--- src/rtl/rx_tx_pkg.sv ---
// ---------------------------------------------------------------------------
// rx_tx_pkg
// Shared definitions for the serial Tx/Rx data units on the board link.
//   state_t      : frame-engine state encoding used by both directions
//   FRAME_BITS   : line bits per frame (start + 9 data + parity + stop)
//   START_BIT    : line level of the start bit
//   STOP_BIT     : line level of the stop bit (and of the idle line)
//   EVEN_PARITY  : Parity select value for even parity
//   ODD_PARITY   : Parity select value for odd parity
// ---------------------------------------------------------------------------
package rx_tx_pkg;

    typedef enum logic [2:0] {
        IDLE,
        START,
        DATA,
        PARITY,
        STOP
    } state_t;

    localparam int   FRAME_BITS  = 12;
    localparam logic START_BIT   = 1'b0;
    localparam logic STOP_BIT    = 1'b1;
    localparam logic EVEN_PARITY = 1'b0;
    localparam logic ODD_PARITY  = 1'b1;

endpackage

--- src/rtl/rx_sync_2ff.sv ---
// ---------------------------------------------------------------------------
// rx_sync_2ff
// Two-stage synchroniser for an asynchronous pin input. Both stages reset to
// 1 so an idle-high serial line never shows a false low after reset.
//   Clock : system clock, rising edge
//   Reset : synchronous, active-high
//   d     : asynchronous input
//   q     : synchronised output (2 Clock latency)
// ---------------------------------------------------------------------------
module rx_sync_2ff (
    input  logic Clock,
    input  logic Reset,
    input  logic d,
    output logic q
);

    logic meta;

    always_ff @(posedge Clock) begin
        if (Reset) begin
            meta <= 1'b1;
            q    <= 1'b1;
        end else begin
            meta <= d;
            q    <= meta;
        end
    end

endmodule

--- src/rtl/rx_data_unit_summer2021hust.sv ---
// ---------------------------------------------------------------------------
// rx_data_unit_summer2021hust
// Serial receive data unit: detects the start bit, samples each bit at its
// mid-point using the shared oversample tick, deserialises DataLength bits
// LSB first, checks parity and stop bit, and publishes word plus flags.
//   Clock       : system clock, rising edge
//   Reset       : synchronous, active-high
//   Rx          : serial line, idle high, asynchronous
//   SampleTick  : one-Clock pulse, Oversample per bit period
//   Parity      : 0 even / 1 odd, latched when the start bit is confirmed
//   Data        : last received word, held until the next frame completes
//   DataReady   : one-Clock pulse when Data and flags update
//   ParityError : parity mismatch on the last frame
//   FrameError  : stop bit sampled low on the last frame
//   Busy        : high whenever a frame is in progress
// ---------------------------------------------------------------------------
module rx_data_unit_summer2021hust
    import rx_tx_pkg::*;
#(
    parameter int DataLength = 9,
    parameter int Oversample = 16
) (
    input  logic                  Clock,
    input  logic                  Reset,
    input  logic                  Rx,
    input  logic                  SampleTick,
    input  logic                  Parity,
    output logic [DataLength-1:0] Data,
    output logic                  DataReady,
    output logic                  ParityError,
    output logic                  FrameError,
    output logic                  Busy
);

    localparam int TW = $clog2(Oversample);
    localparam int BW = $clog2(DataLength + 1);

    localparam logic [TW-1:0] TICK_HALF = TW'(Oversample / 2 - 1);
    localparam logic [TW-1:0] TICK_LAST = TW'(Oversample - 1);
    localparam logic [BW-1:0] BIT_LAST  = BW'(DataLength - 1);

    logic                  rx_sync;
    state_t                state;
    state_t                state_next;
    logic [TW-1:0]         tick_cnt;
    logic [BW-1:0]         bit_cnt;
    logic [DataLength-1:0] shift;
    logic                  par_sel;
    logic                  par_bit;
    logic                  stop_bit;
    logic                  stop_seen;
    logic                  tick_mid;
    logic                  tick_end;

    rx_sync_2ff u_sync (
        .Clock (Clock),
        .Reset (Reset),
        .d     (Rx),
        .q     (rx_sync)
    );

    assign tick_mid = SampleTick && (tick_cnt == TICK_HALF);
    assign tick_end = SampleTick && (tick_cnt == TICK_LAST);

    // State register
    always_ff @(posedge Clock) begin
        if (Reset) begin
            state <= IDLE;
        end else begin
            state <= state_next;
        end
    end

    // Next-state logic
    always_comb begin
        state_next = state;
        case (state)
            IDLE: begin
                if (SampleTick && rx_sync == START_BIT) begin
                    state_next = START;
                end
            end
            START: begin
                if (tick_mid) begin
                    state_next = (rx_sync == START_BIT) ? DATA : IDLE;
                end
            end
            DATA: begin
                if (tick_end && bit_cnt == BIT_LAST) begin
                    state_next = PARITY;
                end
            end
            PARITY: begin
                if (tick_end) begin
                    state_next = STOP;
                end
            end
            STOP: begin
                // Stop bit is sampled first; publish and leave one Clock later.
                if (stop_seen) begin
                    state_next = IDLE;
                end
            end
            default: state_next = IDLE;
        endcase
    end

    // Output logic
    always_comb begin
        Busy = (state != IDLE);
    end

    // Counters, shift register and published outputs
    always_ff @(posedge Clock) begin
        if (Reset) begin
            tick_cnt    <= '0;
            bit_cnt     <= '0;
            shift       <= '0;
            par_sel     <= EVEN_PARITY;
            par_bit     <= 1'b0;
            stop_bit    <= 1'b0;
            stop_seen   <= 1'b0;
            Data        <= '0;
            DataReady   <= 1'b0;
            ParityError <= 1'b0;
            FrameError  <= 1'b0;
        end else begin
            DataReady <= 1'b0;
            case (state)
                IDLE: begin
                    if (SampleTick && rx_sync == START_BIT) begin
                        tick_cnt <= '0;
                        bit_cnt  <= '0;
                    end
                end
                START: begin
                    if (SampleTick) begin
                        if (tick_cnt == TICK_HALF) begin
                            tick_cnt <= '0;
                            if (rx_sync == START_BIT) begin
                                par_sel <= Parity;
                            end
                        end else begin
                            tick_cnt <= tick_cnt + TW'(1);
                        end
                    end
                end
                DATA: begin
                    if (SampleTick) begin
                        if (tick_cnt == TICK_LAST) begin
                            tick_cnt <= '0;
                            // Right shift from the MSB leaves D[0] in bit 0.
                            shift    <= {rx_sync, shift[DataLength-1:1]};
                            bit_cnt  <= bit_cnt + BW'(1);
                        end else begin
                            tick_cnt <= tick_cnt + TW'(1);
                        end
                    end
                end
                PARITY: begin
                    if (SampleTick) begin
                        if (tick_cnt == TICK_LAST) begin
                            tick_cnt <= '0;
                            par_bit  <= rx_sync;
                        end else begin
                            tick_cnt <= tick_cnt + TW'(1);
                        end
                    end
                end
                STOP: begin
                    if (stop_seen) begin
                        stop_seen   <= 1'b0;
                        Data        <= shift;
                        ParityError <= par_bit ^ par_sel ^ (^shift);
                        FrameError  <= (stop_bit != STOP_BIT);
                        DataReady   <= 1'b1;
                    end else if (SampleTick) begin
                        if (tick_cnt == TICK_LAST) begin
                            tick_cnt  <= '0;
                            stop_bit  <= rx_sync;
                            stop_seen <= 1'b1;
                        end else begin
                            tick_cnt <= tick_cnt + TW'(1);
                        end
                    end
                end
                default: ;
            endcase
        end
    end

endmodule

--- config.mk ---
export PLATFORM = sky130hd
export DESIGN_NAME = rx_data_unit_summer2021hust
export DESIGN_NICKNAME = d
export VERILOG_FILES = /design/src/rtl/rx_tx_pkg.sv /design/src/rtl/rx_sync_2ff.sv /design/src/rtl/rx_data_unit_summer2021hust.sv
export SDC_FILE = /design/constraint.sdc
export NUM_CORES = 1
export LEC_CHECK = 0
export BUFFER_PORTS_ARGS = -buffer_cell sky130_fd_sc_hd__buf_2
export CAP_MARGIN = 20
export CORE_UTILIZATION = 27
export CTS_CLUSTER_SIZE = 8
export DETAILED_ROUTE_END_ITERATION = 8
export PLACE_DENSITY = 0.51
export SYNTH_ARGS = -nofsm -noshare
export SYNTH_HDL_FRONTEND = slang
export SYNTH_SLANG_ARGS = --single-unit
--- constraint.sdc ---
create_clock -name Clock -period 1.65 [get_ports Clock]
set_clock_uncertainty 0.15 [all_clocks]
set_input_delay 0.33 -clock Clock [delete_from_list [all_inputs] [get_ports Clock]]
set_output_delay 0.33 -clock Clock [all_outputs]
set_load 0.05 [all_outputs]
Yosys cells after proc, flatten, opt, wreduce, memory -nomap -nowiden

Index checks and enable logic that the tools add are counted.

Flip-flop bits (word level): 38
Input bits: 5
RAM bits: 0
ROM bits: 0
Bits in latches: 0
Memories kept: 0

Add/sub/neg operators: 2
Multiply operators: 0
Order comparisons: 0
Eq/ne operators: 16
Reductions and logical operators: 19
Multiplexer cells: 21
Div/mod/pow operators: 0
Bitwise operators: 6
Shifts and indexed selects: 0

Operators by type and width:

| cell                  | count |
|---|---|
| $mux W4               | 8 |
| $ne A2 B2 Y1 const B  | 9 |
| $pmux W4 S4           | 1 |
| $reduce_and A4 Y1     | 4 |
| $mux W3               | 5 |
| $pmux W3 S5           | 1 |
| $reduce_xor A9 Y1     | 1 |
| $add A4 B1 Y4 const B | 2 |
| $eq A4 B4 Y1 const B  | 2 |
| $pmux W4 S2           | 1 |
| $eq A3 B2 Y1 const B  | 2 |
| $reduce_and A3 Y1     | 2 |
| $reduce_and A5 Y1     | 1 |
| $eq A4 B3 Y1 const B  | 1 |
| $logic_and A1 B1 Y1   | 4 |
| $mux W1               | 4 |
| $not A1 Y1            | 4 |
| $reduce_bool A4 Y1    | 1 |
| $reduce_or A2 Y1      | 2 |
| $eq A3 B1 Y1 const B  | 1 |
| $eq A3 B3 Y1 const B  | 1 |
| $logic_not A3 Y1      | 1 |
| $reduce_bool A3 Y1    | 1 |
| $mux W2               | 1 |
| 3 further kinds       | 4 |

Logic depth before layout (Yosys ltp)

Gate-level depths: netlist of run 1.

Depth in word-level cells: 5
Mapped depth: 6
Gate-level depth less buffers: 6

Modules after synthesis

Synthesis of run 1 repeated with hierarchy kept, for this count alone.

Cells, all modules: 194
Area total of the unflattened synthesis: 1710.4 sq um

Modules (own cells, without submodules):

| module                      | cells an instance | times used | area an instance (sq um) | sequential area each (sq um) |
|---|---|---|---|---|
| rx_data_unit_summer2021hust | 190               | 1          | 1657.8                   | 720.7 |
| rx_sync_2ff                 | 4                 | 1          | 52.6                     | 40.0 |

Least setup slack after synthesis of run 1

No wires, ideal clock.

Kind: register to register
Start point: register state[0]
End point: register state[0]
Library setup time: 128 ps
Stages on the path, launching flop included: 7
Period minus slack after synthesis: 1804 ps
Arrival time: 1526 ps
Setup slack: -154 ps
Buffers on the path: 1
Cells stage by stage: dfxtp_1 clkbuf_1 nor2_1 nand2_1 nor2_1 nor3_1 nor2_1

Cells in the longest elaborated chain, start to end: 3
Elaborated cells between the ends (all ways): 12
Those cells by class: 9 x eq/ne; 1 x mux; 2 x reduce/logical

RTL lines:

| item                                       | RTL line                          | text |
|---|---|---|
| from (decl)                                | rx_data_unit_summer2021hust.sv:43 | `state_t state;` |
| from (signal assigned)                     | rx_data_unit_summer2021hust.sv:70 | `state <= state_next;` |
| $eq A3 B2 Y1, or another cell as far along | rx_data_unit_summer2021hust.sv:77 | `case (state)` |
| $ne A2 B2 Y1 (no line)                     | -                                 |  |
| $reduce_and A5 Y1 (no line)                | -                                 |  |

Parallel ways exist; a longest one is shown, timed or not.
A chain may end at the register's enable or synchronous reset.

Worst setup path after layout of run 1

Start point: register state[2]
End point: register tick_cnt[2]

Cells in the longest elaborated chain, start to end: 4
Elaborated cells between the ends (all ways): 12
Those cells by class: 7 x eq/ne; 1 x mux; 4 x reduce/logical

RTL lines:

| item                         | RTL line                           | text |
|---|---|---|
| $eq A3 B2 Y1                 | rx_data_unit_summer2021hust.sv:129 | `case (state)` |
| $reduce_or A2 Y1 (no line)   | -                                  |  |
| $reduce_bool A4 Y1 (no line) | -                                  |  |
| $reduce_and A4 Y1 (no line)  | -                                  |  |
| to (signal assigned)         | rx_data_unit_summer2021hust.sv:144 | `tick_cnt <= tick_cnt + TW'(1);` |
| to (signal assigned)         | rx_data_unit_summer2021hust.sv:156 | `tick_cnt <= tick_cnt + TW'(1);` |
| to (signal assigned)         | rx_data_unit_summer2021hust.sv:166 | `tick_cnt <= tick_cnt + TW'(1);` |
| to (decl)                    | rx_data_unit_summer2021hust.sv:45  | `logic [TW-1:0] tick_cnt;` |

Parallel ways exist; a longest one is shown, timed or not.

==> impl_metrics.json, run 1 <==
{
  "status": "finished with violations",
  "violations": "setup timing",
  "cap_violations": 0,
  "tightest_slew_ps": 519,
  "finalHoldViolCount": 0,
  "grt_use_met1": 0.173,
  "worstSkewPairLatency_ps": 290,
  "fmax_mhz": 593,
  "design_power_total_mw": 1.77,
  "min_period_over_period": 1.02,
  "syn-cell-area_um2": 1720,
  "rows": 28,
  "fin_ws_ps": -36.7,
  "core_area_um2": 6030,
  "slew_headroom": 0.654,
  "clk_pin_slew_worst_paths_ps": 80,
  "die_area_um2": 6700,
  "synth-seq-cells": 38,
  "drt_iter0_markers": 92,
  "globalRouteTotalUtil": 0.128,
  "dp_slack_ps": -19.7,
  "overflow": 0,
  "ios": 18,
  "gp_congestion": 0.772,
  "nNetsFinal": 261,
  "rsz0062_at_grt": "true",
  "grt_pass1_vias": 1300,
  "power_density_nw_per_um2": 775,
  "area_delta_synth_final_pct": 32.7,
  "required_ps": 1720,
  "setup_viol": 1,
  "drc_errors": 0,
  "grt.busiest_layer": "met2",
  "cts.path.max_buffers": 2,
  "seqCellArea_um2": 764,
  "r2r_cells": 5,
  "grt_max_degree": 28,
  "tritoncts": "done",
  "instances_no_fill": 329,
  "yosysSeqAreaShare": 0.442,
  "synth_flop_cell": "dfxtp_1",
  "hpwl_um": 2740,
  "cts_buffers": 5,
  "vias": 1543,
  "dpl_cell_area_um2": 2040,
  "num_antenna_cells": 0,
  "synth_cell_types": 38,
  "post_drt_wl_per_cell_um": 11.8,
  "dp.cells": 313,
  "htree_levels": 2,
  "start_kind": "flop",
  "min_path_type": "input port to flop",
  "holdPathStages": 2,
  "synth_top_cell_by_area": "dfxtp_1",
  "synth_top_area_share": 0.442,
  "drv_slew": 0,
  "clk_root_buffer_cell": "clkbuf_8",
  "max-vdd-ir-drop_v": 0.000305,
  "synth_warnings": 0,
  "layout_min_cycle_time_ps": 1690,
  "finalInstanceArea_um2": 2280,
  "synthTopCellsByArea": "dfxtp_1, nand2_1, a21oi_1",
  "drive_above_1_share": 0.295,
  "viasPerCell": 4.69,
  "fp.dieW_um": 81.8,
  "grt_pass1_wl_um": 6330,
  "fillers": 638,
  "crit_arrival_ps": 1750,
  "antenna_found_initial": 0,
  "synth_fp_nets": 219,
  "synthArstFlopShare": 0,
  "start_util": 0.286,
  "endpoint_kind": "flop",
  "die_h_um": 81.8,
  "multi_input_area_um2": 971,
  "clock-sinks": 38,
  "drtAntennaViolNets": 0,
  "synth_edf_count": 0,
  "gr-usage-met2": 0.187,
  "power_leakage_nw": 0.921,
  "syn_avg_cell_area_um2": 8.15,
  "portBuffers": 17,
  "crit_type": "flop to flop",
  "cp_max_fo": 3,
  "wl_um": 3880,
  "met3_usage": 0.0333,
  "synthCells": 211,
  "dr.pass1.iters": 4
}
## stage by stage
stage	setup TNS, ps	utilization	hold slack [ps]
6_report	-36.7	0.379	60.8
5_1_grt	-164	0.379	69.6
4_1_cts	-4.10	0.369	57.7
3_5_place_dp	-19.7	0.339	244
3_3_place_gp	-5.84	0.339	244
2_1_floorplan	-40.1	-	239
## placed cells by master (no fill, tap or decap), types with 2 or more instances in the layout
cell type | synthesis | layout
o21ai_0 | 3 | 3
nor3_1 | 5 | 5
nor2_1 | 19 | 17
inv_1 | 4 | 4
mux2i_1 | 4 | 4
buf_2 | 1 | 16
nand2_1 | 48 | 47
buf_8 | 0 | 2
buf_6 | 0 | 3
dfxtp_2 | 0 | 3
xor2_1 | 4 | 4
dfxtp_1 | 38 | 35
or2_2 | 3 | 3
buf_4 | 0 | 24
and3_4 | 0 | 2
nand2b_1 | 2 | 2
nand4_1 | 2 | 2
nand3_1 | 7 | 6
a21oi_1 | 25 | 25
xnor2_1 | 9 | 8
ha_1 | 3 | 2
clkbuf_8 | 0 | 6
## what timing repair did
item	4_1_cts	5_1_grt
hold buffers	0	0
pin swaps	3	1
setup buffers	6	2
cloned	0	0
resized for setup	11	14
setup endpoints to repair	2	29
## synth_stat cells, types with 2 or more instances
| cell type | n |
|---|---|
| a21oi_1 | 25 |
| and3_1 | 4 |
| clkbuf_1 | 10 |
| dfxtp_1 | 38 |
| ha_1 | 3 |
| inv_1 | 4 |
| mux2i_1 | 4 |
| nand2_1 | 48 |
| nand2b_1 | 2 |
| nand3_1 | 7 |
| nand4_1 | 2 |
| nor2_1 | 19 |
| nor3_1 | 5 |
| o21ai_0 | 3 |
| or2_2 | 3 |
| xnor2_1 | 9 |
| xor2_1 | 4 |
## per-layer routing
metal  vias up  routed length [um]
li1        792                   -
met3         6                 153
met2        22                1790
met4         0                  82
met1       723                1850
met5         -                   0
## final timing paths
path | start | endpoint | slack (ps)
worst min-delay path | Rx | u_sync.meta | 60
worst max-delay path | state[2] | tick_cnt[2] | -40
worst min register to register | u_sync.meta | u_sync.q | 260
worst max register to register | state[2] | tick_cnt[2] | -40
## flip-flops by register name, indices dropped and copies added (netlist names), 3 cells and up
register  cells
shift         9
tick_cnt      4
bit_cnt       4
state         3
Data          9
## area by class of cell
class / count / share of cell area
Clock buffer: 6 / 0.0362
Clock inverter: 2 / 0.00548
Inverter: 4 / 0.00658
Multi-Input combinational cell: 158 / 0.425
Sequential cell: 38 / 0.335
Tap cell: 75 / 0.0411
Timing Repair Buffer: 46 / 0.151
## kinds of logic (layout without fill, tap and decap cells)
kind of cell / after synthesis / in the layout / synth area share
xor+xnor: 14 / 14 / 0.0793
fa+ha+maj: 3 / 3 / 0.0218
simple gates: 97 / 97 / 0.254
buf+inv: 15 / 58 / 0.0335
flops: 38 / 38 / 0.442
mux: 5 / 5 / 0.0298
compound gates: 39 / 39 / 0.140
## worst max-delay path, cell delays in order (launching register included)
cell and delay (ps):
dfxtp_2 350, or3b_4 400, o22ai_4 180, nand3_1 100, mux2_4 280, o31ai_2 160
## where the power goes
part	internal, mW	switching (mW)	total, mW
sequential	0.924	0.00468	0.928
combinational	0.0714	0.0774	0.149
clock	0.336	0.355	0.691
total	1.33	0.437	1.77
No activity file was read; power rests on OpenSTA's default activity.
==> run 2, diff against run 1 <==
--- a/config.mk
+++ b/config.mk
@@ -11,6 +11,7 @@
 export CTS_CLUSTER_SIZE = 8
 export DETAILED_ROUTE_END_ITERATION = 8
 export PLACE_DENSITY = 0.51
+export SKIP_CTS_REPAIR_TIMING = 1
 export SYNTH_ARGS = -nofsm -noshare
 export SYNTH_HDL_FRONTEND = slang
 export SYNTH_SLANG_ARGS = --single-unit
==> run 2 against run 1 <==
Against the previous run:
- the run still ends with setup timing left
- die area unchanged
- clock-buffer cell count unchanged
- total power down 1.1%
- worst hold slack better by 2.5 ps
- clock power about the same
- register-to-register slack better by 30 ps
- critical endpoint is now Busy
- largest power group unchanged
==> impl_metrics.json, run 2 (synthesized netlist as in run 1, its figures left out) <==
{
  "status": "finished with violations",
  "violations": "setup timing",
  "viasPerCell": 4.73,
  "clk_root_buffer_cell": "clkbuf_8",
  "crit_chain": "buf_6, nor2_4, buf_6, nand2_4, buf_8",
  "fp.dieW_um": 81.8,
  "drc_errors": 0,
  "cap_violations": 0,
  "gp_congestion": 0.772,
  "drtAntennaViolNets": 0,
  "final_core_util": 0.365,
  "grt_max_degree": 28,
  "drt_iter0_markers": 103,
  "setup_viol": 2,
  "route.met3.wl_um": 142,
  "layout_min_cycle_time_ps": 1680,
  "nNetsFinal": 253,
  "power_density_nw_per_um2": 794,
  "cts.path.max_buffers": 2,
  "tightest_slew_ps": 527,
  "cp_top_family": "buffers and inverters",
  "hpwl_um": 2740,
  "clk_pin_slew_worst_paths_ps": 80,
  "core_area_um2": 6030,
  "finalHoldViolCount": 0,
  "die_area_um2": 6700,
  "wl_met2_um": 1710,
  "final_common_cell": "nand2_1",
  "vias": 1518,
  "portBuffers": 17,
  "rrSetupSlack_ps": -10,
  "crit_type": "flop to output pin",
  "drv_slew": 0,
  "wl_met1_um": 1860,
  "htree_levels": 2,
  "endpoint_kind": "output pin",
  "holdWs_ps": 63.3,
  "area_delta_synth_final_pct": 28.0,
  "start_kind": "flop",
  "top_layer_used": "met4",
  "power_leakage_nw": 0.875,
  "drive_above_1_share": 0.260,
  "cp_max_fo": 11,
  "dp.cells": 313,
  "instances_no_fill": 321,
  "rows": 28,
  "worstSkewPairLatency_ps": 290,
  "rsz0062_at_grt": "true",
  "fmax_mhz": 594,
  "globalRouteTotalUtil": 0.125,
  "cp_slowest_cell": "dfxtp_2",
  "min_period_over_period": 1.02,
  "min_path_type": "input port to flop",
  "required_ps": 1170,
  "wl_um": 3790,
  "reg_top3": "Data (9), shift (9)",
  "die_h_um": 81.8,
  "cp_num_buf_inv": 3,
  "dr.pass1.iters": 4,
  "cts_buffers": 5,
  "grt_pass1_wl_um": 6210,
  "max_stage_delay_ps": 330,
  "grt_pass1_vias": 1271,
  "cpMostUsedCell": "buf_6",
  "num_antenna_cells": 0,
  "ios": 18,
  "start_util": 0.286,
  "post_drt_wl_per_cell_um": 11.8,
  "clock-sinks": 38,
  "slew_headroom": 0.649,
  "max-vdd-ir-drop_v": 0.000303,
  "dp_slack_ps": -19.7,
  "layout_common_cells": "nand2_1, dfxtp_1, a21oi_1, nor2_1, buf_4",
  "antenna_found_initial": 0,
  "fin_ws_ps": -32.4,
  "crit_arrival_ps": 1200,
  "overflow": 0,
  "tritoncts": "done"
}
==> run 2: layer usage <==
| layer | up-vias | global-route usage |
|---|---|---|
| li1 | 777 | - |
| met1 | 712 | 0.172 |
| met2 | 24 | 0.179 |
| met3 | 5 | 0.0333 |
| met4 | 0 | 0.0632 |
| met5 | - | 0 |
==> run 2: per-stage QoR <==
| stage | TNS (ps) | area [um^2] | total power, mW |
|---|---|---|---|
| finish | -44.6 | 2200 | 1.75 |
| global route | -204 | 2200 | 1.82 |
| global placement | -5.84 | 2040 | 1.07 |
| floorplan | -40.1 | 1740 | 1.03 |
| CTS | -257 | 2140 | 1.76 |
| detailed placement | -19.7 | 2040 | 1.07 |
==> run 2: worst paths after layout <==
check | depth (start not counted) | end | from
max | 5 | Busy | state[0]
max reg2reg | 5 | tick_cnt[2] | state[2]
min | 2 | u_sync.meta | Rx
min reg2reg | 1 | u_sync.q | u_sync.meta
==> run 2: area by class of cell <==
cell class | instances | area [um^2]
inverters | 4 | 15.0
fillers | 644 | 3820
multi-input cells | 158 | 957
clock buffers | 6 | 82.6
clock inverters | 2 | 12.5
flip-flops and latches | 38 | 764
repair buffers | 38 | 277
well taps | 75 | 93.8
==> run 2: power breakdown <==
part,internal (mW),switching [mW]
clock network,0.336,0.354
registers,0.924,0.00439
logic,0.0575,0.0730
total,1.32,0.431
